**config.mk**
```make
export PLATFORM = sky130hd
export DESIGN_NAME = gcd_sub_unit_flat
export DESIGN_NICKNAME = d
export VERILOG_FILES = /design/src/rtl/gcd_sub_unit_if.sv /design/src/rtl/gcd_sub_unit.sv /design/src/flat_wrapper.sv
export SDC_FILE = /design/constraint.sdc
export NUM_CORES = 1
export LEC_CHECK = 0
export BUFFER_PORTS_ARGS = -buffer_cell sky130_fd_sc_hd__buf_2
export CELL_PAD_IN_SITES_DETAIL_PLACEMENT = 1
export CELL_PAD_IN_SITES_GLOBAL_PLACEMENT = 1
export CORE_MARGIN = 5
export CORE_UTILIZATION = 40
export DETAILED_ROUTE_END_ITERATION = 12
export HOLD_SLACK_MARGIN = 0.05
export PLACE_DENSITY_LB_ADDON = 0.1
export SLEW_MARGIN = 10
export SYNTH_ARGS = -nofsm -noshare
export SYNTH_HDL_FRONTEND = slang
export SYNTH_SLANG_ARGS = --single-unit
```
**constraint.sdc**
```tcl
create_clock -name CLK -period 2.2 [get_ports CLK]
set_input_delay 0.22 -clock CLK [delete_from_list [all_inputs] [get_ports CLK]]
set_output_delay 0.22 -clock CLK [all_outputs]
set_load 0.02 [all_outputs]
```
**src/rtl/gcd_sub_unit_if.sv**
```systemverilog
// Start/done handshake bundle between the relprime loop controller and the
// subtraction GCD engine.
//   master (controller): drives start, a_in, b_in; observes the result side.
//   slave  (gcd unit)  : observes start/operands; drives busy, done, gcd_out,
//                        is_one, iter_count.
interface gcd_sub_unit_if #(
  parameter int unsigned WIDTH     = 16,
  parameter int unsigned CNT_WIDTH = 16
);
  logic                 start;
  logic [WIDTH-1:0]     a_in;
  logic [WIDTH-1:0]     b_in;
  logic                 busy;
  logic                 done;
  logic [WIDTH-1:0]     gcd_out;
  logic                 is_one;
  logic [CNT_WIDTH-1:0] iter_count;

  modport master (
    output start, a_in, b_in,
    input  busy, done, gcd_out, is_one, iter_count
  );

  modport slave (
    input  start, a_in, b_in,
    output busy, done, gcd_out, is_one, iter_count
  );
endinterface

```
**src/rtl/gcd_sub_unit.sv**
```systemverilog
// Sequential subtraction-based Euclid GCD engine (one subtractor, one
// comparator) with a start/done handshake.
//   CLK        : rising-edge clock
//   RST_N      : asynchronous active-low reset
//   bus.start  : launch request, sampled only in IDLE
//   bus.a_in   : operand A, bus.b_in : operand B (captured at launch)
//   bus.busy   : high in RUN and DONE
//   bus.done   : one-cycle pulse, result valid
//   bus.gcd_out/is_one/iter_count : result, result==1, subtraction steps;
//                held until the next completion
module gcd_sub_unit #(
  parameter int unsigned WIDTH     = 16,
  parameter int unsigned CNT_WIDTH = 16
) (
  input  logic           CLK,
  input  logic           RST_N,
  gcd_sub_unit_if.slave  bus
);

  typedef enum logic [1:0] {
    S_IDLE = 2'd0,
    S_RUN  = 2'd1,
    S_DONE = 2'd2
  } state_e;

  state_e               state_q, state_d;
  logic [WIDTH-1:0]     a_q, a_d;
  logic [WIDTH-1:0]     b_q, b_d;
  logic [CNT_WIDTH-1:0] cnt_q, cnt_d;
  logic [WIDTH-1:0]     gcd_q, gcd_d;
  logic                 is_one_q, is_one_d;
  logic [CNT_WIDTH-1:0] iter_q, iter_d;
  logic                 busy_q, busy_d;
  logic                 done_q, done_d;

  logic [WIDTH-1:0]     result_c;
  logic                 finish_c;
  logic [CNT_WIDTH-1:0] cnt_inc_c;

  // Saturating step counter: sticks at all-ones instead of wrapping.
  assign cnt_inc_c = (cnt_q == '1) ? cnt_q : cnt_q + CNT_WIDTH'(1);

  // Next-state, datapath and registered-output logic.
  always_comb begin
    state_d  = state_q;
    a_d      = a_q;
    b_d      = b_q;
    cnt_d    = cnt_q;
    gcd_d    = gcd_q;
    is_one_d = is_one_q;
    iter_d   = iter_q;
    result_c = '0;
    finish_c = 1'b0;

    case (state_q)
      S_IDLE: begin
        if (bus.start) begin
          a_d     = bus.a_in;
          b_d     = bus.b_in;
          cnt_d   = '0;
          state_d = S_RUN;
        end
      end
      S_RUN: begin
        // Larger operand is always the minuend, so no underflow; equal
        // operands fall through to the b-branch and zero b.
        if (a_q == '0) begin
          result_c = b_q;
          finish_c = 1'b1;
        end else if (b_q == '0) begin
          result_c = a_q;
          finish_c = 1'b1;
        end else if (a_q > b_q) begin
          a_d   = a_q - b_q;
          cnt_d = cnt_inc_c;
        end else begin
          b_d   = b_q - a_q;
          cnt_d = cnt_inc_c;
        end
      end
      S_DONE: begin
        state_d = S_IDLE;
      end
      default: begin
        state_d = S_IDLE;
      end
    endcase

    if (finish_c) begin
      state_d  = S_DONE;
      gcd_d    = result_c;
      is_one_d = (result_c == WIDTH'(1));
      iter_d   = cnt_q;
    end

    busy_d = (state_d != S_IDLE);
    done_d = (state_d == S_DONE);
  end

  // State and output registers.
  always_ff @(posedge CLK or negedge RST_N) begin
    if (!RST_N) begin
      state_q  <= S_IDLE;
      a_q      <= '0;
      b_q      <= '0;
      cnt_q    <= '0;
      gcd_q    <= '0;
      is_one_q <= 1'b0;
      iter_q   <= '0;
      busy_q   <= 1'b0;
      done_q   <= 1'b0;
    end else begin
      state_q  <= state_d;
      a_q      <= a_d;
      b_q      <= b_d;
      cnt_q    <= cnt_d;
      gcd_q    <= gcd_d;
      is_one_q <= is_one_d;
      iter_q   <= iter_d;
      busy_q   <= busy_d;
      done_q   <= done_d;
    end
  end

  assign bus.busy       = busy_q;
  assign bus.done       = done_q;
  assign bus.gcd_out    = gcd_q;
  assign bus.is_one     = is_one_q;
  assign bus.iter_count = iter_q;

endmodule

```
**src/flat_wrapper.sv**
```systemverilog
// flat-port wrapper written by rule: the top's interface ports become plain ports
module gcd_sub_unit_flat 
#(
  parameter int unsigned WIDTH     = 16,
  parameter int unsigned CNT_WIDTH = 16
)
  (CLK, RST_N, bus_start, bus_a_in, bus_b_in, bus_busy, bus_done, bus_gcd_out, bus_is_one, bus_iter_count);
  gcd_sub_unit_if #(.WIDTH(WIDTH), .CNT_WIDTH(CNT_WIDTH)) bus_i ();
  input  logic CLK;
  input  logic RST_N;
  input wire logic [$bits(bus_i.start)-1:0] bus_start;
  input wire logic [$bits(bus_i.a_in)-1:0] bus_a_in;
  input wire logic [$bits(bus_i.b_in)-1:0] bus_b_in;
  output wire logic [$bits(bus_i.busy)-1:0] bus_busy;
  output wire logic [$bits(bus_i.done)-1:0] bus_done;
  output wire logic [$bits(bus_i.gcd_out)-1:0] bus_gcd_out;
  output wire logic [$bits(bus_i.is_one)-1:0] bus_is_one;
  output wire logic [$bits(bus_i.iter_count)-1:0] bus_iter_count;
  assign bus_i.start = bus_start;
  assign bus_i.a_in = bus_a_in;
  assign bus_i.b_in = bus_b_in;
  assign bus_busy = bus_i.busy;
  assign bus_done = bus_i.done;
  assign bus_gcd_out = bus_i.gcd_out;
  assign bus_is_one = bus_i.is_one;
  assign bus_iter_count = bus_i.iter_count;
  gcd_sub_unit #(.WIDTH(WIDTH), .CNT_WIDTH(CNT_WIDTH)) u_core (.CLK(CLK), .RST_N(RST_N), .bus(bus_i));
endmodule
```
==> results of run 1 <==
[cell families (layout without fill, tap and decap cells)]
kind of cell / after synthesis / after routing / share of synthesized area (%)
buffers and inverters: 73 / 292 / 5.85
xor gates and xnor gates: 32 / 32 / 5.14
muxes: 22 / 22 / 4.43
and+or+nand+nor: 205 / 205 / 18.3
adders and majority gates: 34 / 34 / 8.07
AOI/OAI and AO/OA: 150 / 150 / 19.2
DFF: 85 / 85 / 39.0
[routing by layer]
metal  GRT usage (%)  vias up
li1                -     2564
met1            34.8     2882
met4            11.7        0
met3            4.79       50
met2            46.6      182
met5               0        -
[sequential cells by signal, indices dropped and copies added, names as in the netlist]
register,cells
u_core.bus.done,1
u_core.cnt_q,16
u_core.bus.is_one,1
u_core.b_q,16
u_core.bus.iter_count,16
u_core.bus.gcd_out,16
u_core.bus.busy,1
u_core.state_q,2
u_core.a_q,16
[stage by stage]
stage | setup TNS (ns) | instance area [um2]
finish | -10.47 | 8030
global route | -13.72 | 8030
CTS | -8.14 | 7810
detailed placement | -15.37 | 6980
global placement | -12.41 | 6980
floorplan | -3.26 | 5510
[final cells by class]
cell class | count | area, um2
Fill cell | 1521 | 5270
Multi-Input combinational cell | 443 | 3530
Sequential cell | 85 | 2130
Timing Repair Buffer | 237 | 1720
Clock buffer | 10 | 239
Tap cell | 176 | 220
Inverter | 40 | 150
Clock inverter | 5 | 37.5
[cells in the final DEF, fill, tap and decap left out, drive strengths merged, types with 4 or more instances in the layout]
cell,count
a21oi,48
a221o,16
a22oi,5
a31oi,14
and3,7
buf,236
clkbuf,10
dfrtp,85
ha,32
inv,40
mux2,17
mux2i,5
nand2,58
nand3,12
nand4,12
nor2,54
nor2b,9
nor3,27
nor4,7
o211ai,4
o21a,4
o21ai,29
o31ai,5
xnor2,13
xor2,19
[tightest hold or removal path: stages]
cell and delay, ns:
buf_2 0.09, nand2_1 0.05, a31oi_1 0.07
[path summary, 6_finish.rpt]
path | start | end | cells past startpoint
worst min register to register | u_core.bus.iter_count[10] | u_core.bus.iter_count[10] | 1
worst min-delay path | bus_a_in[10] | u_core.a_q[10] | 3
worst max register to register | u_core.a_q[0] | u_core.a_q[7] | 9
max in group asynchronous | RST_N | u_core.bus.iter_count[14] | 3
worst max-delay path | u_core.a_q[0] | u_core.a_q[7] | 9
min in group asynchronous | RST_N | u_core.a_q[3] | 2
[what timing repair did]
action | CTS | global route
hold buffers | 1 | 0
setup endpoints to repair | 55 | 79
gates cloned | 3 | 0
buffers inserted | 19 | 8
hold endpoints to repair | 33 | 0
pin swaps | 11 | 28
resized for setup | 68 | 62
==> results.md, run 1 <==
* I/O pins at 70
* Skew final at 0.0156 ns
* Core area at approximately 13000 um2
* Largest net degree at the start of global routing at 36
* Worst-margin pin slew at 0.526 ns
* Die Wd at 127 um
* Crit path largest cell delay at between 0.5 and 0.6 ns
* DR iter-0 viols at 375
* Clock latency on the worst-skew pair at 0.36 ns
* Routed WL at 22600 um
* Status: complete, but fails checks
* WHS at between 0.1 and 0.15 ns
* Final Hold Fails at 0
* Failing checks: setup timing
* Met1 layer wirelength in the final routing at 9520 um
* Slew Viols, Final at 0
* WP buf/inv at 1
* CTS tree: built
* First-pass GRT wire length at 34700 um
* GR Util All Layers at 27.6%
* Cell taking the most area after synthesis: dfrtp_1
* Cell chain of the critical path: ha_4, nand4_1, or4b_4, mux2i_4, a21oi_4, a31oi_4, buf_6, a21oi_2, a22oi_2
* Critical path class: flop to flop
* Net count after synthesis at between 600 and 700
* CP Launch Type: flop
* H-tree levels at 3
* Worst slew margin at 64.9%
* Root Buffer Master: clkbuf_16
* Setup crit end kind: flop
* Initial antenna violation count at 0
* Number of global-route vias before repair at 6276
* Antenna Cells at 0
* Mean routed wirelength per cell at about 23 um
* Tcrit/Tclk final at 119%
* Initial core utilization at between 40% and 50%
* Remaining global-route overflow at 0
* Async set or reset register ratio after synthesis at 100%
* Crit-path slowest cell: or4b_4
* Final count of negative-setup-slack endpoints at 49
* Synth Instances at 601
* DP Wirelength at 15200 um
* Crit path max fanout at 7
* Die area at 16100 um2
* Final setup margin at -0.408 ns
* DRT Pass-1 Iters at 5
* Post-layout minimum cycle time at 2.61 ns
* Part of the Yosys area used for sequential elements at between 30% and 40%
* Layout Cells excl Fill at 996
* DRT antenna net count at 0
* EDFF count, synth at 0
* Final Util at 60.4%
* Max Cap Viol at 0
* Max Clk Rate at between 300 and 400 MHz
* Die Y-Extent at 127 um
* Vias per cell at 5.70
* CP delay by family, top: simple AND/OR/NAND/NOR gates
* Synth cell count leaders: 85 x dfrtp_1, 58 x nand2_1, 54 x nor2_1
* R2R Setup Slk at -0.41 ns
* Port Buffers at 69
* Yosys reg bits at 85
* Yosys warning total at 0
* Post-placement worst setup slack at -0.662 ns
* Synth Flop Type: dfrtp_1
* Top area cells in the synthesized netlist: dfrtp_1 39%, ha_1 7.3%, a21oi_1 4.2%
* Synthesized area at about 5500 um2
* Clock transition at the registers of the reported paths at 0.08 ns
* Detail Route met2 WL at 11300 um
* TritonCTS Buffers at 9
* Required @ worst endpoint at 2.47 ns
* Clock sink count at 85
* RD Place Congestion at between 0.8 and 0.9
* Unrepaired setup endpoints after global routing: yes
* Syn_area_per_cell at 9.08 um2
* # DRC at 0
* Synth-to-Final Area Change at 47.1%
* NumNets Final at 885
* Highest Signal Layer: met4
* Fraction of layout cells with a size suffix above 1 at 44.5%
* HP Class: primary input to flop
* Worst EP arrival at between 2 and 3 ns
* Metal3 WL at 1140 um
* Placed insts at between 900 and 1000
* Routed vias at between 5000 and 6000
* Count of cell types in the netlist at 65
* Share of the synthesized area in the top cell type at roughly 39%
* Cell row count at 42
* Most frequent cell after synthesis: dfrtp_1
* Clock buffer depth at 2
Power of run 1 is not shown: default switching activity piles up to over one toggle a cycle in this logic, so the estimate is an artifact.
==> run 2: changes to the inputs <==
--- a/config.mk
+++ b/config.mk
@@ -5,14 +5,16 @@
 export SDC_FILE = /design/constraint.sdc
 export NUM_CORES = 1
 export LEC_CHECK = 0
+export ABC_AREA = 1
 export BUFFER_PORTS_ARGS = -buffer_cell sky130_fd_sc_hd__buf_2
 export CELL_PAD_IN_SITES_DETAIL_PLACEMENT = 1
 export CELL_PAD_IN_SITES_GLOBAL_PLACEMENT = 1
 export CORE_MARGIN = 5
-export CORE_UTILIZATION = 40
+export CORE_UTILIZATION = 38
 export DETAILED_ROUTE_END_ITERATION = 12
 export HOLD_SLACK_MARGIN = 0.05
 export PLACE_DENSITY_LB_ADDON = 0.1
+export REMOVE_ABC_BUFFERS = 1
 export SLEW_MARGIN = 10
 export SYNTH_ARGS = -nofsm -noshare
 export SYNTH_HDL_FRONTEND = slang
==> results.md, run 2 <==
* Status: complete, no violations
* Max Clk Rate at 470 MHz
* Tcrit/Tclk final at between 90% and 100%
* Fraction of layout cells with a size suffix above 1 at roughly a quarter
* Top area cells in the synthesized netlist: dfrtp_1 35%, nand2_1 21%, ha_1 6.7%
* PD cells at 1950 nW/um2
* Die Wd at 136 um
* Core area at 15700 um2
* Syn_area_per_cell at 6.88 um2
* Count of cell types in the netlist at 39
* Static leakage at 4.14 nW
* # DRC at 0
* Final setup margin at 0.0724 ns
* Max Cap Viol at 0
* Synth Instances at 875
* Mean routed wirelength per cell at roughly 17 um
* Switching part of the total at 52.1%
* EDFF count, synth at 0
* DRT Pass-1 Iters at 5
* Synth Flop Type: dfrtp_1
* Final Util at 48.4%
* Clock sink count at 85
* Int Power at 7.10 mW
* Synth cell count leaders: 335 x nand2_1, 85 x dfrtp_1, 83 x inv_1
* First-pass GRT wire length at 33700 um
* RD Place Congestion at 0.890
* TritonCTS Buffers at 9
* CP dominant cell by count: nand2_2
* Clock latency on the worst-skew pair at 0.35 ns
* Vias per cell at 5.09
* Die Y-Extent at 136 um
* Async set or reset register ratio after synthesis at 100%
* Port Buffers at 69
* Initial antenna violation count at 0
* Worst EP arrival at 2.36 ns
* Unrepaired setup endpoints after global routing: yes
* Yosys reg bits at 85
* Slew Viols, Final at 0
* Synthesized area at 6020 um2
* Setup crit end kind: flop
* Initial core utilization at 38.3%
* Crit-path slowest cell: dfrtp_1
* Final Hold Fails at 0
* Number of global-route vias before repair at 6765
* Part of the Yosys area used for sequential elements at 35.4%
* Synth-to-Final Area Change at 26.5%
* NumNets Final at 1088
* Worst-margin pin slew at 0.590 ns
* Die area at between 15000 and 20000 um2
* Clock share of power at 9.7%
* WP buf/inv at 1
* DRT antenna net count at 0
* GR Util All Layers at 23.2%
* VDD IR-drop max at 878 uV
* DP Wirelength at between 15000 and 20000 um
* Worst slew margin at 60.4%
* Flop pwr share at 16.5%
* I/O pins at 70
* CTS tree: built
* Gate power share at between 70% and 80%
* Required @ worst endpoint at 2.44 ns
* Antenna Cells at 0
* Share of the synthesized area in the top cell type at 35.4%
* HP Class: primary input to flop
* Skew final at 0.00503 ns
* Most frequent cell after synthesis: nand2_1
* Cell row count at 46
* Remaining global-route overflow at 0
* Crit path largest cell delay at 0.42 ns
* Post-placement worst setup slack at -0.0797 ns
* Critical path class: flop to flop
* Cell taking the most area after synthesis: dfrtp_1
* Clock transition at the registers of the reported paths at 0.07 ns
* Crit path max fanout at 9
* DR iter-0 viols at 367
* Sw Pwr at 7.73 mW
* Root Buffer Master: clkbuf_16
* Yosys warning total at 0
* Most frequent cells in the layout: 331 x nand2_1, 88 x buf_4, 84 x dfrtp_1
* Post-layout minimum cycle time at between 2 and 2.5 ns
* Fillcell total at 2064
* Largest net degree at the start of global routing at 50
* CP delay by family, top: simple AND/OR/NAND/NOR gates
* Final count of negative-setup-slack endpoints at 0
* Clock buffer depth at 2
* Most common cell after layout, fill and taps aside: nand2_1
* Routed WL at between 20000 and 25000 um
* H-tree levels at 3
* Cell chain of the critical path: ha_2, fa_2, o21ai_2, nand2_1, nand2_2, nand2_2, nand2_2, nand2_2, nand2_2, nand2_8, buf_4, nand2_1, nand2_1
* Routed vias at 6312
* CP Launch Type: flop
[run 2: cell type report]
class | instances | area [um2] | area share (%)
clock buffer | 9 | 225 | 2.96
clock inverter | 6 | 40.0 | 0.526
inverter | 89 | 344 | 4.52
multi-input combinational | 672 | 3490 | 45.9
sequential | 85 | 2130 | 28.0
tap | 216 | 270 | 3.55
timing repair buffer | 162 | 1110 | 14.6
[run 2: logic make-up (layout without fill, tap and decap cells)]
group / count (synthesis) / count (layout) / synth area share (%)
AND/OR/NAND/NOR: 499 / 499 / 35.5
AO/OA/AOI/OAI: 129 / 129 / 12.0
buffers and inverters: 118 / 266 / 8.36
flip-flops: 85 / 85 / 35.4
adder cells (fa/ha/maj): 34 / 34 / 7.32
XOR/XNOR: 10 / 10 / 1.46
[run 2: worst register-to-register path, cell delays in order, from the launching register on]
cell,delay [ns]
dfrtp_1,0.42
ha_2,0.22
fa_2,0.38
o21ai_2,0.17
nand2_1,0.08
nand2_2,0.08
nand2_2,0.05
nand2_2,0.09
nand2_2,0.05
nand2_2,0.11
nand2_8,0.10
buf_4,0.16
nand2_1,0.05
nand2_1,0.06
[run 2: final timing paths]
kind / startpoint / end / slack (ns) / cells after the start
max: u_core.b_q[0] / u_core.a_q[1] / 0.07 / 13
min in group asynchronous: RST_N / u_core.bus.gcd_out[2] / 0.42 / 2
max in group asynchronous: RST_N / u_core.bus.iter_count[8] / 1.12 / 3
min: bus_b_in[15] / u_core.b_q[15] / 0.16 / 5
max reg2reg: u_core.b_q[0] / u_core.a_q[1] / 0.07 / 13
min reg2reg: u_core.bus.gcd_out[11] / u_core.bus.gcd_out[11] / 0.47 / 2
[run 2: power groups by stage]
stage                     clock network [mW]  registers, mW  logic, mW
after global placement                     0           2.43       9.98
after global routing                    1.53           2.48       12.2
after floorplan                            0           2.56       5.95
final                                   1.44           2.44       11.0
after detailed placement                   0           2.46       10.4
after CTS                               1.47           2.44       10.5
[run 2: metal layers]
metal  global-route usage [%]  wire [um]  part of all wire, %
met1                     28.9       9280                   44
met2                     42.3      10900                   52
met3                     2.44        588                  2.8
met4                     6.83        289                  1.4
met5                        0          0                    0
[run 2: timing repair]
item / in CTS / in global routing
pin swaps: 0 / 7
endpoints found under the setup margin: 27 / 33
endpoints found under the hold margin: 37 / 0
setup buffers: 0 / 15
hold buffers: 1 / 0
resized for setup: 7 / 24
[run 2: per-stage QoR]
stage	setup TNS, ns	instances	instance area (um2)	hold slack (ns)	power [mW]
CTS	-0.000613	1224	7400	0.164	14.4
global route	-0.146	1239	7610	0.192	16.2
detailed placement	-0.546	1208	7110	0.268	12.9
floorplan	-7.57	846	5850	-0.0756	8.51
global placement	0	1208	7110	0.248	12.4
finish	0	1239	7610	0.163	14.8
No activity file was read; power rests on OpenSTA's default activity.
